[config.mk]
export PLATFORM = sky130hd
export DESIGN_NAME = seg7_scan_driver
export DESIGN_NICKNAME = d
export VERILOG_FILES = /design/src/rtl/seg7_pkg.sv /design/src/rtl/seg7_scan_driver_bin2bcd.sv /design/src/rtl/seg7_scan_driver.sv
export SDC_FILE = /design/constraint.sdc
export NUM_CORES = 1
export LEC_CHECK = 0
export BUFFER_PORTS_ARGS = -buffer_cell sky130_fd_sc_hd__buf_4
export CAP_MARGIN = 20
export CORE_UTILIZATION = 32
export CTS_BUF_LIST = sky130_fd_sc_hd__clkbuf_8
export CTS_CLUSTER_DIAMETER = 200
export DETAILED_ROUTE_END_ITERATION = 10
export GPL_TIMING_DRIVEN = 0
export SYNTH_ARGS = -nofsm -noshare
export SYNTH_HDL_FRONTEND = slang
export SYNTH_SLANG_ARGS = --single-unit
[constraint.sdc]
create_clock -name clk -period 6.09 [get_ports clk]
set_input_delay 0.9135 -clock clk [delete_from_list [all_inputs] [get_ports clk]]
set_output_delay 0.9135 -clock clk [all_outputs]
set_load 0.05 [all_outputs]
[src/rtl/seg7_pkg.sv]
// Shared constants for the 4-digit 7-segment scan driver: active-low segment
// patterns {a,b,c,d,e,f,g}, converter FSM states and the digit decode helper.
package seg7_pkg;

  localparam logic [6:0] SEG_0     = 7'b0000001;
  localparam logic [6:0] SEG_1     = 7'b1001111;
  localparam logic [6:0] SEG_2     = 7'b0010010;
  localparam logic [6:0] SEG_3     = 7'b0000110;
  localparam logic [6:0] SEG_4     = 7'b1001100;
  localparam logic [6:0] SEG_5     = 7'b0100100;
  localparam logic [6:0] SEG_6     = 7'b0100000;
  localparam logic [6:0] SEG_7     = 7'b0001111;
  localparam logic [6:0] SEG_8     = 7'b0000000;
  localparam logic [6:0] SEG_9     = 7'b0000100;
  localparam logic [6:0] SEG_BLANK = 7'b1111111;
  localparam logic [6:0] SEG_DASH  = 7'b1111110;

  // Largest value that fits in four decimal digits.
  localparam logic [15:0] MAX_SHOWN = 16'd9999;

  typedef enum logic [1:0] {
    ST_IDLE = 2'd0,
    ST_CONV = 2'd1,
    ST_DONE = 2'd2
  } conv_state_t;

  // BCD digit to active-low segment pattern; non-decimal codes go dark.
  function automatic logic [6:0] digit_to_seg(input logic [3:0] bcd);
    case (bcd)
      4'd0:    return SEG_0;
      4'd1:    return SEG_1;
      4'd2:    return SEG_2;
      4'd3:    return SEG_3;
      4'd4:    return SEG_4;
      4'd5:    return SEG_5;
      4'd6:    return SEG_6;
      4'd7:    return SEG_7;
      4'd8:    return SEG_8;
      4'd9:    return SEG_9;
      default: return SEG_BLANK;
    endcase
  endfunction

endpackage

[src/rtl/seg7_scan_driver_bin2bcd.sv]
// Sequential binary-to-BCD converter (double dabble, one bit per cycle) with a
// valid/ready input handshake. Result and overflow flag are valid while done=1.
module bin2bcd_seq
  import seg7_pkg::*;
(
  input  logic        clk,
  input  logic        reset,
  input  logic [15:0] value_in,
  input  logic        value_valid,
  output logic        value_ready,
  output logic [15:0] bcd,
  output logic        ovf,
  output logic        done
);

  conv_state_t state_reg;
  logic [31:0] shift_reg;      // {bcd[15:0], bin[15:0]}
  logic [3:0]  iter_reg;
  logic        ovf_reg;
  logic [31:0] adjusted;

  // Add-3 correction on every BCD nibble that is 5 or more, before the shift.
  genvar gi;
  generate
    for (gi = 0; gi < 4; gi++) begin : g_adj
      logic [3:0] nib;
      assign nib = shift_reg[16 + 4*gi +: 4];
      assign adjusted[16 + 4*gi +: 4] = (nib >= 4'd5) ? nib + 4'd3 : nib;
    end
  endgenerate
  assign adjusted[15:0] = shift_reg[15:0];

  // Converter FSM: load on transfer, 16 adjust/shift steps, one-cycle done.
  always_ff @(posedge clk or posedge reset) begin
    if (reset) begin
      state_reg <= ST_IDLE;
      shift_reg <= '0;
      iter_reg  <= '0;
      ovf_reg   <= 1'b0;
    end else begin
      case (state_reg)
        ST_IDLE: begin
          if (value_valid) begin
            shift_reg <= {16'h0000, value_in};
            iter_reg  <= '0;
            ovf_reg   <= (value_in > MAX_SHOWN);
            state_reg <= ST_CONV;
          end
        end
        ST_CONV: begin
          shift_reg <= adjusted << 1;
          iter_reg  <= iter_reg + 4'd1;
          if (iter_reg == 4'd15) begin
            state_reg <= ST_DONE;
          end
        end
        ST_DONE: begin
          state_reg <= ST_IDLE;
        end
        default: begin
          state_reg <= ST_IDLE;
        end
      endcase
    end
  end

  assign value_ready = (state_reg == ST_IDLE);
  assign done        = (state_reg == ST_DONE);
  assign bcd         = shift_reg[31:16];
  assign ovf         = ovf_reg;

endmodule

[src/rtl/seg7_scan_driver.sv]
// Four-digit common-anode 7-segment driver: converts an accepted 16-bit value
// to decimal and time-multiplexes the digits, one slot of REFRESH_DIV cycles each.
module seg7_scan_driver
  import seg7_pkg::*;
#(
  parameter int REFRESH_DIV = 100000,
  parameter bit LZ_BLANK    = 1'b1
) (
  input  logic        clk,
  input  logic        reset,
  input  logic [15:0] value_in,
  input  logic        value_valid,
  output logic        value_ready,
  output logic [6:0]  seg,
  output logic [3:0]  an,
  output logic        dp
);

  localparam int CNT_W = (REFRESH_DIV > 2) ? $clog2(REFRESH_DIV) : 1;
  localparam logic [CNT_W-1:0] CNT_LAST = CNT_W'(REFRESH_DIV - 1);

  logic [15:0]      conv_bcd;
  logic             conv_ovf;
  logic             conv_done;
  logic [CNT_W-1:0] refresh_cnt_reg;
  logic [1:0]       digit_idx_reg;
  logic             slot_load_reg;
  logic [15:0]      disp_bcd_reg;
  logic             disp_ovf_reg;
  logic [6:0]       seg_reg;
  logic [3:0]       an_reg;
  logic             wrap;
  logic [6:0]       digit_seg [4];

  bin2bcd_seq u_conv (
    .clk         (clk),
    .reset       (reset),
    .value_in    (value_in),
    .value_valid (value_valid),
    .value_ready (value_ready),
    .bcd         (conv_bcd),
    .ovf         (conv_ovf),
    .done        (conv_done)
  );

  assign wrap = (refresh_cnt_reg == CNT_LAST);

  // Slot timer: advance the digit index each time the refresh counter wraps.
  always_ff @(posedge clk or posedge reset) begin
    if (reset) begin
      refresh_cnt_reg <= '0;
      digit_idx_reg   <= 2'd0;
      slot_load_reg   <= 1'b1;
    end else begin
      slot_load_reg <= wrap;
      if (wrap) begin
        refresh_cnt_reg <= '0;
        digit_idx_reg   <= digit_idx_reg + 2'd1;
      end else begin
        refresh_cnt_reg <= refresh_cnt_reg + CNT_W'(1);
      end
    end
  end

  // Capture a finished conversion into the display registers.
  always_ff @(posedge clk or posedge reset) begin
    if (reset) begin
      disp_bcd_reg <= '0;
      disp_ovf_reg <= 1'b0;
    end else if (conv_done) begin
      disp_bcd_reg <= conv_bcd;
      disp_ovf_reg <= conv_ovf;
    end
  end

  // Per-digit pattern: dash on overflow, otherwise leading-zero blanking, else decode.
  genvar gi;
  generate
    for (gi = 0; gi < 4; gi++) begin : g_digit
      logic [3:0] nibble;
      logic       upper_zero;
      assign nibble = disp_bcd_reg[4*gi +: 4];
      if (gi == 0) begin : g_ones
        assign upper_zero = 1'b0;
      end else begin : g_upper
        assign upper_zero = (disp_bcd_reg[15:4*gi] == '0);
      end
      assign digit_seg[gi] = disp_ovf_reg             ? SEG_DASH  :
                             (LZ_BLANK && upper_zero) ? SEG_BLANK :
                             digit_to_seg(nibble);
    end
  endgenerate

  // Output registers reload one cycle after each slot change, so a new value
  // shows up at the next slot boundary rather than mid-slot.
  always_ff @(posedge clk or posedge reset) begin
    if (reset) begin
      seg_reg <= SEG_BLANK;
      an_reg  <= 4'b1111;
    end else if (slot_load_reg) begin
      seg_reg <= digit_seg[digit_idx_reg];
      an_reg  <= ~(4'b0001 << digit_idx_reg);
    end
  end

  assign seg = seg_reg;
  assign an  = an_reg;
  assign dp  = 1'b1;

endmodule

; ---- After elaboration in Yosys (flattened, before gate mapping)
; Memory sizes are Yosys's and may differ from the RTL's.
; Index checks and enable logic that the tools add are counted.
[word_totals]
register_bits = 87
rom_bits = 448
input_bits = 19
out_inout_bits = 13
elab_cells = 67
memories = 4
[memory_table]
columns = name, depth, width, rd, rd_clocked_by_memory_dff, write_ports, line
row1 = (name not given), 16, 7, 1, 0, 0, seg7_pkg.sv:29  ; case (bcd)
row2 = (name not given), 16, 7, 1, 0, 0, seg7_pkg.sv:29
row3 = (name not given), 16, 7, 1, 0, 0, seg7_pkg.sv:29
row4 = (name not given), 16, 7, 1, 0, 0, seg7_pkg.sv:29
[op_classes]
addsub = 7
order_cmp = 6
eq_ne = 6
shift = 1
n_mux = 22
n_bitwise = 2
n_reduce_logical = 8
[op_table]
columns = cell, n
row1 = $pmux W32 S2, 1
row2 = $mux W7, 9
row3 = $mux W32, 1
row4 = $add A17 B1 Y17 const B, 1
row5 = $eq A17 B17 Y1 const B, 1
row6 = $mux W17, 1
row7 = $ge A4 B3 Y1 const B, 4
row8 = $gt A16 B14 Y1 const B, 1
row9 = $mux W4, 4
row10 = $bmux W7 S2, 1
row11 = $add A4 B2 Y4 const B, 3
row12 = $logic_not A12 Y1, 1
row13 = $logic_not A8 Y1, 1
row14 = $pmux W4 S2, 1
row15 = $reduce_and A2 Y1, 3
row16 = $add A4 B1 Y4 const B, 1
row17 = $eq A4 B4 Y1 const B, 1
row18 = $logic_not A4 Y1, 1
row19 = $mux W2, 2
row20 = $not A4 Y4, 1
row21 = $pmux W2 S2, 1
row22 = $shl A1 B2 Y4 const A, 1
row23 = $add A3 B2 Y3 const B, 1
row24 = $ge A3 B3 Y1 const B, 1
row25 = other kinds (9), 9

; ---- Logic depth before layout (Yosys ltp)
[depth]
ltp_word = 6
depth_mapped = 6
mapped_depth_nobuf = 6

; ---- Modules after synthesis
; A second synthesis with hierarchy kept.
[unflattened]
hier_cells = 521
hier_area_um2 = 4982.3
[modules_own_cells]
columns = module, instances, cells_per_inst, area_per_inst_um2, seq_area_each_um2
row1 = seg7_scan_driver, 1, 323, 3054.2, 1216.2
row2 = bin2bcd_seq, 1, 198, 1928.1, 975.9

; ---- Worst setup path after synthesis
; No wires, ideal clock.
[synth_timing]
kind = reg-to-reg
start = reg refresh_cnt_reg[5]
end = reg digit_idx_reg[1]
setup_ps = 125
arrival_ps = 2099
t_required_ps = 5965
path_slack_ps = 3866
stages_incl_launch_ff = 5
path_buffers = 0
period_less_slack_ps = 2224
cell_sequence = dfrtp_1 > or4_1 > or4b_4 > nor3_4 > mux2_4
[synth_via]
elab_chain_cells = 1
[synth_lines]
columns = item, line
row1 = "start, declared", seg7_scan_driver.sv:25  ; logic [CNT_W-1:0] refresh_cnt_reg;
row2 = "start signal, assigned", seg7_scan_driver.sv:60  ; refresh_cnt_reg <= refresh_cnt_reg + CNT_W'(1);
row3 = $eq A17 B17 Y1, seg7_scan_driver.sv:46  ; assign wrap = (refresh_cnt_reg == CNT_LAST);
row4 = "end signal, assigned", seg7_scan_driver.sv:58  ; digit_idx_reg <= digit_idx_reg + 2'd1;
row5 = "end, declared", seg7_scan_driver.sv:26  ; logic [1:0] digit_idx_reg;
; No other way between the ends.
; A chain may end at the register's enable or synchronous reset.

; ---- Worst setup path after layout
; Ends and elaborated chain as after synthesis.

==> impl_metrics.ini <==
[cts]
ctsHtreeMaxLevel = 3
cts_buffer_depth = 2
clock_sink_count = 87
insertion_delay_ps = 380
hold_buffers = 0
clock-root-buffer = clkbuf_8
cts_tree = built
post_cts_buffers = 0
numCtsBuffers = 9
cts_resized = 0
clk_pin_slew_ps = 90

[placement]
dp_hpwl_um = 7690
numPortBuffers = 30
gp_congestion = 0.857
dp_cells = 743
preCtsSetupSlack_ps = 3720

[logic_synthesis]
synth_async_sr_flop_share_pct = 100
ys.flop_type = dfrtp_1
syn-instance-count = 524
synth_edf_count = 0
synth_most_common_cell = dfrtp_1
yosysSeqAreaShare_pct = 44.1
syn_area_per_cell_um2 = 9.49
synth_nets = 577
synthTopCellsByCount = dfrtp_1, nor2_1, o21ai_0
yosys_warnings = 0
ys_ff_latch = 87
synth_area_leader_cell = dfrtp_1
yosysTopAreaCellShare_pct = 37.7
synth.cell_area_um2 = 4970
synthTopCellsByArea = dfrtp_1, ha_1, dfstp_2
yosysUniqueCellTypes = 58

[timing]
rsz0062_at_grt = false
fin_crit_sh_pct = 38.8
worst_slack_ps = 3720
fin_worst_skew_ps = 11.1
hold_viol_final = 0
post-route-min-period_ps = 2370
final-setup-viol-count = 0
maxSlewHeadroom_pct = 60.6
tns_ps = 0
tightest_slew_ps = 591
fmax_mhz = 423
drv_slew = 0

[finish]
fillerInstances = 1546
largest_reg_flops = 32
syn2layout_area_growth_pct = 13.6
diodes = 0
utilization_pct = 37.2
nets = 619
finalNonFillerCells = 758
drive_gt1_share_pct = 15.3

[global_route]
grt_start_max_net_pins = 74
antenna_found_initial = 0
grt_pass1_vias = 3995
track_usage_pct = 14.5
grt_first_pass_wirelength_um = 18500
grt_overflow_total = 0

[floorplanning]
die_w_um = 127
design.core.area_um2 = 15200
std_cell_rows = 45
dieHeight_um = 127
initial_core_util_pct = 32.7
die-area_um2 = 16000
io_pins = 32

[routing]
drtAntennaViolNets = 0
drc = 0
dr.first_iter.drc_count = 246
dr.pass1.iters = 5
vias = 3905
totalWireLength_um = 10600
wire_per_inst_um = 13.9
vias_per_cell = 5.15

[pwr]
power_density_nw_per_um2 = 365
peakVddDrop_mv = 0.217
fin_total_pwr_mw = 2.06
leakage_nw = 2.40

[setup_path]
arrival_ps = 2630
critPathMaxFanout = 10
start_kind = register
r2r_end = digit_idx_reg[1]$_DFFE_PP0P_
reg2reg_depth = 4
endpoint_kind = register
r2r_setup_slack_ps = 3720
worstSetupPathType = reg -> reg
required_ps = 6350
reg2reg_from = refresh_cnt_reg[5]$_DFF_PP0_

[job]
drv_cap = 0

[outcome]
status = finished, final reports clean

[min_path]
worstHoldPathType = in -> async
[layer usage]
layer / vias to the layer above / track usage (%) / routed length [um]
met5: - / 0 / 0
met4: 0 / 5.25 / 157
met3: 15 / 3.96 / 449
met2: 84 / 24.1 / 4910
met1: 1875 / 18.1 / 5040
li1: 1931 / - / -
[logic make-up after synthesis]
family	synth area share, %
other	0.0754
multiplexers	4.86
adder cells (fa/ha/maj)	8.55
AO/OA/AOI/OAI	15.9
XOR/XNOR	3.70
buffers and inverters	4.53
flip-flops	44.1
AND/OR/NAND/NOR	18.3
[power by group]
| group | switching, mW | internal, mW | leakage (nW) |
|---|---|---|---|
| registers | 0.136 | 0.727 | 1.05 |
| clock network | 0.215 | 0.187 | 0.0953 |
| logic | 0.449 | 0.348 | 1.26 |
| total | 0.800 | 1.26 | 2.40 |
[stage by stage]
stage | instance area (um2) | hold slack [ps]
2_1_floorplan | 4970 | 439
3_3_place_gp | 5430 | 452
3_5_place_dp | 5460 | 463
4_1_cts | 5650 | 438
5_1_grt | 5650 | 447
6_report | 5650 | 458
[cells in the final DEF (no fill, tap or decap), drive strengths merged, types with 9 or more instances in the layout]
cell and count:
nor2 54, inv 31, ha 34, nand3 24, dfrtp 75, mux2 14
clkbuf 35, xor2 13, nand2b 23, o22ai 19, buf 34, dfstp 12
a21oi 19, o21ai 42, a211oi 9, nor3 9, nand2 27
[critical path, cell delays in order, from the launching register on]
cell and delay, ps:
dfrtp_1 410, or4_1 520, or4b_4 560, nor3_4 420
mux2_4 340
[cell type report]
| cell class | instances | area [um2] | area share, % |
|---|---|---|---|
| Timing Repair Buffer | 31 | 253 | 4.47 |
| Clock buffer | 9 | 124 | 2.19 |
| Multi-Input combinational cell | 378 | 2560 | 45.2 |
| Sequential cell | 87 | 2190 | 38.8 |
| Buffer | 29 | 113 | 1.99 |
| Tap cell | 188 | 235 | 4.16 |
| Clock inverter | 6 | 61.3 | 1.09 |
| Inverter | 30 | 115 | 2.04 |
[how the worst max path moves through the flow]
stage	startpoint	to	slack, ps	depth (start not counted)
finish	refresh_cnt_reg[5]$_DFF_PP0_	digit_idx_reg[1]$_DFFE_PP0P_	3720	4
global route	refresh_cnt_reg[5]$_DFF_PP0_	digit_idx_reg[1]$_DFFE_PP0P_	3630	4
CTS	refresh_cnt_reg[5]$_DFF_PP0_	digit_idx_reg[1]$_DFFE_PP0P_	3710	4
detailed placement	refresh_cnt_reg[5]$_DFF_PP0_	digit_idx_reg[1]$_DFFE_PP0P_	3720	4
global placement	reset	digit_idx_reg[1]$_DFFE_PP0P_	1850	2
floorplan	reset	digit_idx_reg[0]$_DFFE_PP0P_	2950	1
(Power assumes the default switching activity.)
